<file path="config.mk">
export PLATFORM = sky130hd
export DESIGN_NAME = logo_fm_bridge_flat
export DESIGN_NICKNAME = d
export VERILOG_FILES = /design/src/rtl/logo_fm_pkg.sv /design/src/rtl/logo_fm_bridge_if.sv /design/src/rtl/strobe_sync.sv /design/src/rtl/logo_fm_bridge.sv /design/src/flat_wrapper.sv
export SDC_FILE = /design/constraint.sdc
export NUM_CORES = 1
export LEC_CHECK = 0
export ABC_AREA = 1
export BUFFER_PORTS_ARGS = -buffer_cell sky130_fd_sc_hd__buf_2
export CAP_MARGIN = 20
export CELL_PAD_IN_SITES_DETAIL_PLACEMENT = 1
export CELL_PAD_IN_SITES_GLOBAL_PLACEMENT = 1
export CORE_ASPECT_RATIO = 0.6
export CORE_MARGIN = 10
export CORE_UTILIZATION = 36
export DETAILED_ROUTE_END_ITERATION = 6
export PLACE_DENSITY_LB_ADDON = 0.08
export SYNTH_ARGS = -nofsm -noshare
export SYNTH_HDL_FRONTEND = slang
export SYNTH_SLANG_ARGS = --single-unit
</file>
<file path="constraint.sdc">
create_clock -name clock -period 1.6 [get_ports clock]
set_clock_uncertainty 0.1 [all_clocks]
set_input_delay 0.16 -clock clock [delete_from_list [all_inputs] [get_ports clock]]
set_output_delay 0.16 -clock clock [all_outputs]
set_load 0.01 [all_outputs]
</file>
<file path="src/rtl/logo_fm_pkg.sv">
// Shared definitions for the logo/menu memory bridge: memory geometry,
// default FM-PAC unlock constants, the access FSM state type and a helper
// that recognises the two unlock byte offsets.
package logo_fm_pkg;

  localparam int ADDR_W = 14;
  localparam int DATA_W = 8;

  localparam logic [ADDR_W-1:0] DEF_UNLOCK_ADDR = 14'h1FFE;
  localparam logic [DATA_W-1:0] DEF_UNLOCK_KEY0 = 8'h4D;
  localparam logic [DATA_W-1:0] DEF_UNLOCK_KEY1 = 8'h69;

  typedef enum logic [2:0] {
    IDLE,
    RD_ADDR,
    RD_CAP,
    WR,
    HOLD
  } state_t;

  // True when offset addresses either of the two unlock bytes.
  function automatic logic is_unlock_byte(input logic [ADDR_W-1:0] offset,
                                          input logic [ADDR_W-1:0] base);
    return (offset == base) || (offset == base + ADDR_W'(1));
  endfunction

endpackage

</file>
<file path="src/rtl/logo_fm_bridge_if.sv">
// Memory-side bus of the bridge: a 14-bit address / 8-bit data synchronous
// memory with a one-clock registered read port. The bridge is the master,
// the memory instance is the slave.
interface logo_fm_bridge_if;
  import logo_fm_pkg::*;

  logic [ADDR_W-1:0] mem_address;
  logic [DATA_W-1:0] mem_data;
  logic              mem_wren;
  logic [DATA_W-1:0] mem_q;

  modport master (
    output mem_address,
    output mem_data,
    output mem_wren,
    input  mem_q
  );

  modport slave (
    input  mem_address,
    input  mem_data,
    input  mem_wren,
    output mem_q
  );

endinterface

</file>
<file path="src/rtl/strobe_sync.sv">
// Multi-stage synchroniser for an active-low CPU strobe, with a one-cycle
// falling-edge pulse on the synchronised output. Flops preset to 1 so the
// strobe reads inactive out of reset and no spurious edge is seen.
module strobe_sync #(
  parameter int STAGES = 2
) (
  input  logic clock,
  input  logic reset,
  input  logic strobe_n,
  output logic sync_n,
  output logic fall
);

  logic [STAGES-1:0] chain_q, chain_d;
  logic              prev_q, prev_d;

  // Shift the raw strobe through the chain and remember the last synced value.
  always_comb begin
    chain_d = {chain_q[STAGES-2:0], strobe_n};
    prev_d  = chain_q[STAGES-1];
  end

  // Synchroniser and edge-detect registers, preset to the inactive level.
  always_ff @(posedge clock or posedge reset) begin
    if (reset) begin
      chain_q <= '1;
      prev_q  <= 1'b1;
    end else begin
      chain_q <= chain_d;
      prev_q  <= prev_d;
    end
  end

  assign sync_n = chain_q[STAGES-1];
  assign fall   = prev_q & ~chain_q[STAGES-1];

endmodule

</file>
<file path="src/rtl/logo_fm_bridge.sv">
// Bus-side initiator for the 16K logo/menu memory. Turns slow MSX slot
// cycles into single-clock memory accesses, captures read data at the
// memory's one-clock latency and holds it for the CPU, and only lets writes
// through after the FM-PAC-style two-byte unlock sequence.
// Optional feature: define LOGO_FM_WAIT_EN to drive wait_n low while an
// access is in flight; otherwise wait_n is tied high.
module logo_fm_bridge
  import logo_fm_pkg::*;
#(
  parameter int                SYNC_STAGES = 2,
  parameter logic [1:0]        BASE_PAGE   = 2'b01,
  parameter logic [ADDR_W-1:0] UNLOCK_ADDR = DEF_UNLOCK_ADDR,
  parameter logic [DATA_W-1:0] UNLOCK_KEY0 = DEF_UNLOCK_KEY0,
  parameter logic [DATA_W-1:0] UNLOCK_KEY1 = DEF_UNLOCK_KEY1
) (
  input  logic              clock,
  input  logic              reset,
  input  logic              slot_sel,
  input  logic [15:0]       cpu_addr,
  input  logic              rd_n,
  input  logic              wr_n,
  input  logic [DATA_W-1:0] cpu_din,
  output logic [DATA_W-1:0] cpu_dout,
  output logic              dout_valid,
  output logic              wait_n,
  output logic              unlocked,
  logo_fm_bridge_if.master  mem
);

  // Synchronised strobes with falling-edge detect.
  logic rd_sync_n, rd_fall;
  logic wr_sync_n, wr_fall;

  strobe_sync #(.STAGES(SYNC_STAGES)) u_rd_sync (
    .clock    (clock),
    .reset    (reset),
    .strobe_n (rd_n),
    .sync_n   (rd_sync_n),
    .fall     (rd_fall)
  );

  strobe_sync #(.STAGES(SYNC_STAGES)) u_wr_sync (
    .clock    (clock),
    .reset    (reset),
    .strobe_n (wr_n),
    .sync_n   (wr_sync_n),
    .fall     (wr_fall)
  );

  // slot_sel only needs the level, so a plain synchroniser cleared on reset.
  logic [SYNC_STAGES-1:0] sel_sync_q, sel_sync_d;
  logic                   sel_sync;

  // Shift slot_sel through its synchroniser chain.
  always_comb begin
    sel_sync_d = {sel_sync_q[SYNC_STAGES-2:0], slot_sel};
  end

  // slot_sel synchroniser registers.
  always_ff @(posedge clock or posedge reset) begin
    if (reset) sel_sync_q <= '0;
    else       sel_sync_q <= sel_sync_d;
  end

  assign sel_sync = sel_sync_q[SYNC_STAGES-1];

  // Decode: the CPU holds address and data stable while its strobe is low.
  logic [ADDR_W-1:0] offset;
  logic              hit, rd_start, wr_start;

  assign offset   = cpu_addr[ADDR_W-1:0];
  assign hit      = sel_sync && (cpu_addr[15:14] == BASE_PAGE);
  assign rd_start = rd_fall && hit;
  // A read that starts in the same cycle wins; that write edge is dropped.
  assign wr_start = wr_fall && hit && !rd_start;

  // FSM and output registers.
  state_t            state_q, state_d;
  logic              rd_op_q, rd_op_d;
  logic [DATA_W-1:0] cpu_dout_q, cpu_dout_d;
  logic              dout_valid_q, dout_valid_d;
  logic [ADDR_W-1:0] mem_address_q, mem_address_d;
  logic [DATA_W-1:0] mem_data_q, mem_data_d;
  logic              mem_wren_q, mem_wren_d;
  logic              armed_q, armed_d;
  logic              unlocked_q, unlocked_d;
  logic              strobe_released;

  assign strobe_released = rd_op_q ? rd_sync_n : wr_sync_n;

  // Next-state, datapath and unlock-tracker logic for one access at a time.
  always_comb begin
    state_d       = state_q;
    rd_op_d       = rd_op_q;
    cpu_dout_d    = cpu_dout_q;
    dout_valid_d  = dout_valid_q;
    mem_address_d = mem_address_q;
    mem_data_d    = mem_data_q;
    mem_wren_d    = 1'b0;
    armed_d       = armed_q;
    unlocked_d    = unlocked_q;

    case (state_q)
      IDLE: begin
        if (rd_start) begin
          mem_address_d = offset;
          rd_op_d       = 1'b1;
          state_d       = RD_ADDR;
        end else if (wr_start) begin
          rd_op_d = 1'b0;
          state_d = WR;
        end
      end

      // Address is on the bus; memory registers it at the end of this cycle.
      RD_ADDR: state_d = RD_CAP;

      RD_CAP: begin
        cpu_dout_d   = mem.mem_q;
        dout_valid_d = 1'b1;
        state_d      = HOLD;
      end

      WR: begin
        mem_data_d    = cpu_din;
        mem_address_d = offset;
        mem_wren_d    = unlocked_q && !is_unlock_byte(offset, UNLOCK_ADDR);
        // Only a KEY0 write to the first byte leaves the tracker armed;
        // any other write, including the second byte, consumes or disarms it.
        armed_d = (offset == UNLOCK_ADDR) && (cpu_din == UNLOCK_KEY0);
        if (offset == UNLOCK_ADDR + ADDR_W'(1)) begin
          if (cpu_din != UNLOCK_KEY1) unlocked_d = 1'b0;
          else if (armed_q)           unlocked_d = 1'b1;
        end
        state_d = HOLD;
      end

      // Access is committed; wait for the CPU to end its cycle.
      HOLD: begin
        if (strobe_released) begin
          dout_valid_d = 1'b0;
          state_d      = IDLE;
        end
      end

      default: state_d = IDLE;
    endcase
  end

  // Register FSM state and all outputs; reset aborts any access at once.
  always_ff @(posedge clock or posedge reset) begin
    if (reset) begin
      state_q       <= IDLE;
      rd_op_q       <= 1'b0;
      cpu_dout_q    <= '0;
      dout_valid_q  <= 1'b0;
      mem_address_q <= '0;
      mem_data_q    <= '0;
      mem_wren_q    <= 1'b0;
      armed_q       <= 1'b0;
      unlocked_q    <= 1'b0;
    end else begin
      state_q       <= state_d;
      rd_op_q       <= rd_op_d;
      cpu_dout_q    <= cpu_dout_d;
      dout_valid_q  <= dout_valid_d;
      mem_address_q <= mem_address_d;
      mem_data_q    <= mem_data_d;
      mem_wren_q    <= mem_wren_d;
      armed_q       <= armed_d;
      unlocked_q    <= unlocked_d;
    end
  end

  assign cpu_dout        = cpu_dout_q;
  assign dout_valid      = dout_valid_q;
  assign unlocked        = unlocked_q;
  assign mem.mem_address = mem_address_q;
  assign mem.mem_data    = mem_data_q;
  assign mem.mem_wren    = mem_wren_q;

`ifdef LOGO_FM_WAIT_EN
  // Hold the CPU from the start edge until read data is valid or the write
  // cycle has been issued.
  assign wait_n = !((state_q == IDLE && (rd_start || wr_start)) ||
                    state_q == RD_ADDR || state_q == RD_CAP || state_q == WR);
`else
  // The bridge clock is fast enough that the CPU never needs to wait.
  assign wait_n = 1'b1;
`endif

endmodule

</file>
<file path="src/flat_wrapper.sv">
// flat-port wrapper written by rule: the top's interface ports become plain ports
module logo_fm_bridge_flat import logo_fm_pkg::*;
#(
  parameter int                SYNC_STAGES = 2,
  parameter logic [1:0]        BASE_PAGE   = 2'b01,
  parameter logic [ADDR_W-1:0] UNLOCK_ADDR = DEF_UNLOCK_ADDR,
  parameter logic [DATA_W-1:0] UNLOCK_KEY0 = DEF_UNLOCK_KEY0,
  parameter logic [DATA_W-1:0] UNLOCK_KEY1 = DEF_UNLOCK_KEY1
)
  (clock, reset, slot_sel, cpu_addr, rd_n, wr_n, cpu_din, cpu_dout, dout_valid, wait_n, unlocked, mem_mem_address, mem_mem_data, mem_mem_wren, mem_mem_q);
  logo_fm_bridge_if mem_i ();
  input  logic clock;
  input  logic reset;
  input  logic slot_sel;
  input  logic [15:0] cpu_addr;
  input  logic rd_n;
  input  logic wr_n;
  input  logic [DATA_W-1:0] cpu_din;
  output logic [DATA_W-1:0] cpu_dout;
  output logic dout_valid;
  output logic wait_n;
  output logic unlocked;
  output wire logic [$bits(mem_i.mem_address)-1:0] mem_mem_address;
  output wire logic [$bits(mem_i.mem_data)-1:0] mem_mem_data;
  output wire logic [$bits(mem_i.mem_wren)-1:0] mem_mem_wren;
  input wire logic [$bits(mem_i.mem_q)-1:0] mem_mem_q;
  assign mem_mem_address = mem_i.mem_address;
  assign mem_mem_data = mem_i.mem_data;
  assign mem_mem_wren = mem_i.mem_wren;
  assign mem_i.mem_q = mem_mem_q;
  logo_fm_bridge #(.SYNC_STAGES(SYNC_STAGES), .BASE_PAGE(BASE_PAGE), .UNLOCK_ADDR(UNLOCK_ADDR), .UNLOCK_KEY0(UNLOCK_KEY0), .UNLOCK_KEY1(UNLOCK_KEY1)) u_core (.clock(clock), .reset(reset), .slot_sel(slot_sel), .cpu_addr(cpu_addr), .rd_n(rd_n), .wr_n(wr_n), .cpu_din(cpu_din), .cpu_dout(cpu_dout), .dout_valid(dout_valid), .wait_n(wait_n), .unlocked(unlocked), .mem(mem_i));
endmodule
</file>
==> results.cfg <==
[critical_path]
crit_path_start = u_core.state_q[1]$_DFFE_PP0P_
crit_top_cell = nand2_1
reg2reg_to = u_core.mem.mem_address[5]$_DFFE_PP0P_
worstReg2RegStart = u_core.state_q[1]$_DFFE_PP0P_
crit_arrival_ps = 1710
max_stage_delay_ps = 430
endpoint_kind = flop
worstSetupPathType = reg -> reg
critical-path-top-delay-family = simple AND/OR/NAND/NOR gates
critPathMaxFanout = 7
crit_buf_inv = 0
required_ps = 1740
crit_path_start_kind = flop
ff2ff_setup_slack_ps = 30
critPathSlowestCell = dfrtp_1
r2r_cells = 6
cp_cell_sequence = or2_4 -> nor2_4 -> nand3_4 -> nand2_4 -> nand2_1 -> nand2_1
cp.depth = 6

[timing]
final-hold-violation-count = 0
finalCritPeriodShare = 0.983
rsz0062_at_grt = yes
maxSlewViolCount = 0
setup_violations = 0
layout_min_cycle_time_ps = 1570
fmax_mhz = 636

[yosys]
synth_warnings = 0
synth_cell_types = 24
ys_ff_latch = 46
yosysTopAreaCellShare = 0.506
seq_area_frac_synth = 0.586
avgSynthCellArea_um2 = 9.65
synth_area_leaders = dfrtp_1 (51%), nand2_1 (13%), dfstp_2 (8.0%)
synth_nets = 242
syn_area_um2 = 1980
synth_top_area_cell = dfrtp_1
syn_inst = 205

[floorplanning]
num_io_pins = 71
die_area_um2 = 8960
rows = 20
initial_utilization = 0.382
die_y_um = 77.4
die_w_um = 116
coreArea_um2 = 5180

[final_layout]
n_antenna_cell = 0
instances_no_fill = 376
area_growth_syn_to_layout_pct = 42.7
drive_gt1_frac = 0.381
final_nets = 346
stdcell_area_um2 = 2820

[drt]
dr.pass1.iters = 4
wl_per_cell_um = 16.1
final_antenna_net_count = 0
wirelength_um = 6060
dr.first_iter.drc_count = 97
vias = 1714
viasPerCell = 4.56
drc = 0

[clocking]
cts-root-buf = clkbuf_8
path_clk_slew_ps = 90
cts_tree = yes
clk_path_buf_depth = 2
cts_buffers = 5
clock_latency_ps = 290
htreeDepth = 2
cts_sinks = 46

[place]
port_buffers = 69
placed_cells = 337
postPlaceCellArea_um2 = 2380
place.gp.congestion = 0.767
dp_hpwl_um = 4040

[hold_path]
min_to = u_core.mem.mem_address[1]$_DFFE_PP0P_
hp-start = cpu_addr[1]
hold_path.class = in -> reg
whs_path_depth = 3

[power_and_ir_drop]
p_comb_frac = 0.420
peakVddDrop_mv = 0.506
power.density_nw_per_um2 = 1580
switching_power_uw = 1660
p_int_uw = 2810
p_clk_frac = 0.157
p_sw_frac = 0.371
p_leak_uw = 0.00144
power_frac_seq = 0.423

[global_routing]
grt_overflow = 0
grt_pass1_wl_um = 9090
grt_antenna_before_repair = 0
grt_pass1_vias = 1759
grt_max_degree = 47
grt_usage = 0.127

[run_status]
outcome = finished, final reports clean

[flow_run]
max-cap-violations = 0
==> cell families after synthesis <==
family          share of synthesized area
compound gates                     0.0392
buf+inv                            0.0670
flops                               0.586
mux                                0.0455
other cells                       0.00190
simple gates                        0.261
==> cell usage after synthesis <==
cell type and instances:
buf_2 1, buf_4 1, buf_6 4, conb_1 1
dfrtp_1 40, dfstp_2 6, inv_1 18, inv_2 2
mux2_2 8, nand2_1 69, nand2_4 1, nand3_1 17
nand3_2 1, nand3_4 1, nand3b_1 1, nand4_1 4
nor2_1 13, nor2_4 2, nor3_1 4, o21a_1 1
o21ai_0 2, o21ai_2 6, o21bai_1 1, or2_4 1
==> power groups by stage <==
stage                     Clock [uW]  Combinational [uW]  Sequential (uW)
after floorplan                    0                 829             2080
after global placement             0                1650             1900
after detailed placement           0                1700             1900
after CTS                        729                1750             1890
after global routing             774                2090             1950
final                            700                1880             1890
==> state kept, by name, summed over array words and instances, names as in the netlist, 2 cells and up <==
name / flops
u_core.cpu_dout: 8
u_core.mem.mem_address: 14
u_core.mem.mem_data: 8
u_core.sel_sync_q: 2
u_core.state_q: 3
u_core.u_rd_sync.chain_q: 2
u_core.u_wr_sync.chain_q: 2
==> metrics by stage <==
stage / worst slack (ps) / setup TNS, ps / util / hold WS, ps / power (uW)
detailed placement: -25.8 / -127 / 0.460 / 121 / 3600
finish: 26.7 / 0 / 0.545 / 5.01 / 4470
CTS: 31.3 / 0 / 0.526 / 2.54 / 4360
floorplan: 207 / 0 / - / 64.5 / 2900
global placement: 7.33 / 0 / 0.460 / 118 / 3550
global route: -34.0 / -309 / 0.545 / 26.8 / 4820
==> layer usage <==
metal / global-route usage / vias up / wire length (um)
li1: - / 860 / -
met1: 0.160 / 816 / 2800
met2: 0.207 / 33 / 2880
met3: 0.0384 / 5 / 321
met4: 0.0373 / 0 / 56
met5: 0 / - / 0
==> worst reg2reg max path, cell delays in order (launching register included) <==
cell and delay [ps]:
dfrtp_1 430, or2_4 280, nor2_4 210, nand3_4 190
nand2_4 180, nand2_1 70, nand2_1 60
==> layout by cell type (no fill, tap or decap) <==
| cell | n |
|---|---|
| nor2_4 | 3 |
| or2_4 | 1 |
| nand3_4 | 2 |
| nand3_2 | 2 |
| nor3_1 | 3 |
| clkbuf_8 | 5 |
| o21ai_0 | 2 |
| inv_1 | 17 |
| o21ai_2 | 6 |
| dfstp_2 | 6 |
| nand3_1 | 17 |
| buf_12 | 2 |
| nand2_2 | 1 |
| dfrtp_1 | 40 |
| nor3_2 | 1 |
| inv_2 | 2 |
| clkinv_2 | 1 |
| dlygate4sd3_1 | 25 |
| nor2_2 | 1 |
| clkinv_4 | 1 |
| mux2_2 | 8 |
| buf_2 | 69 |
| nand2_8 | 1 |
| nand4_1 | 4 |
| nand3b_1 | 1 |
| conb_1 | 1 |
| buf_4 | 4 |
| o21a_1 | 1 |
| clkbuf_1 | 1 |
| inv_4 | 1 |
| o21bai_1 | 1 |
| nand2_1 | 68 |
| nor2_1 | 11 |
| nand2_4 | 1 |
==> layout make-up <==
class                   instances  area (um^2)
inverters                      20         77.6
well taps                      66         82.6
clock buffers                   6         72.6
multi-input cells             136          752
clock inverters                 2         13.8
repair buffers                100          666
flip-flops and latches         46         1160
fillers                       633         2360
==> repair_timing <==
action | in CTS | in global routing
setup endpoints to repair | 14 | 15
setup buffers | 0 | 3
pin swaps | 0 | 3
hold endpoints to repair | 64 | 0
resized for setup | 1 | 7
hold buffers | 25 | 0
cloned | 0 | 3
==> worst max-delay path by stage <==
stage,slack (ps),end
after global routing,-30,u_core.mem.mem_address[13]$_DFFE_PP0P_
after CTS,30,u_core.mem.mem_address[6]$_DFFE_PP0P_
after detailed placement,-30,u_core.mem.mem_address[6]$_DFFE_PP0P_
final,30,u_core.mem.mem_address[5]$_DFFE_PP0P_
after floorplan,210,u_core.mem.mem_address[0]$_DFFE_PP0P_
after global placement,7,u_core.mem.mem_address[10]$_DFFE_PP0P_
(Power assumes the default switching activity.)
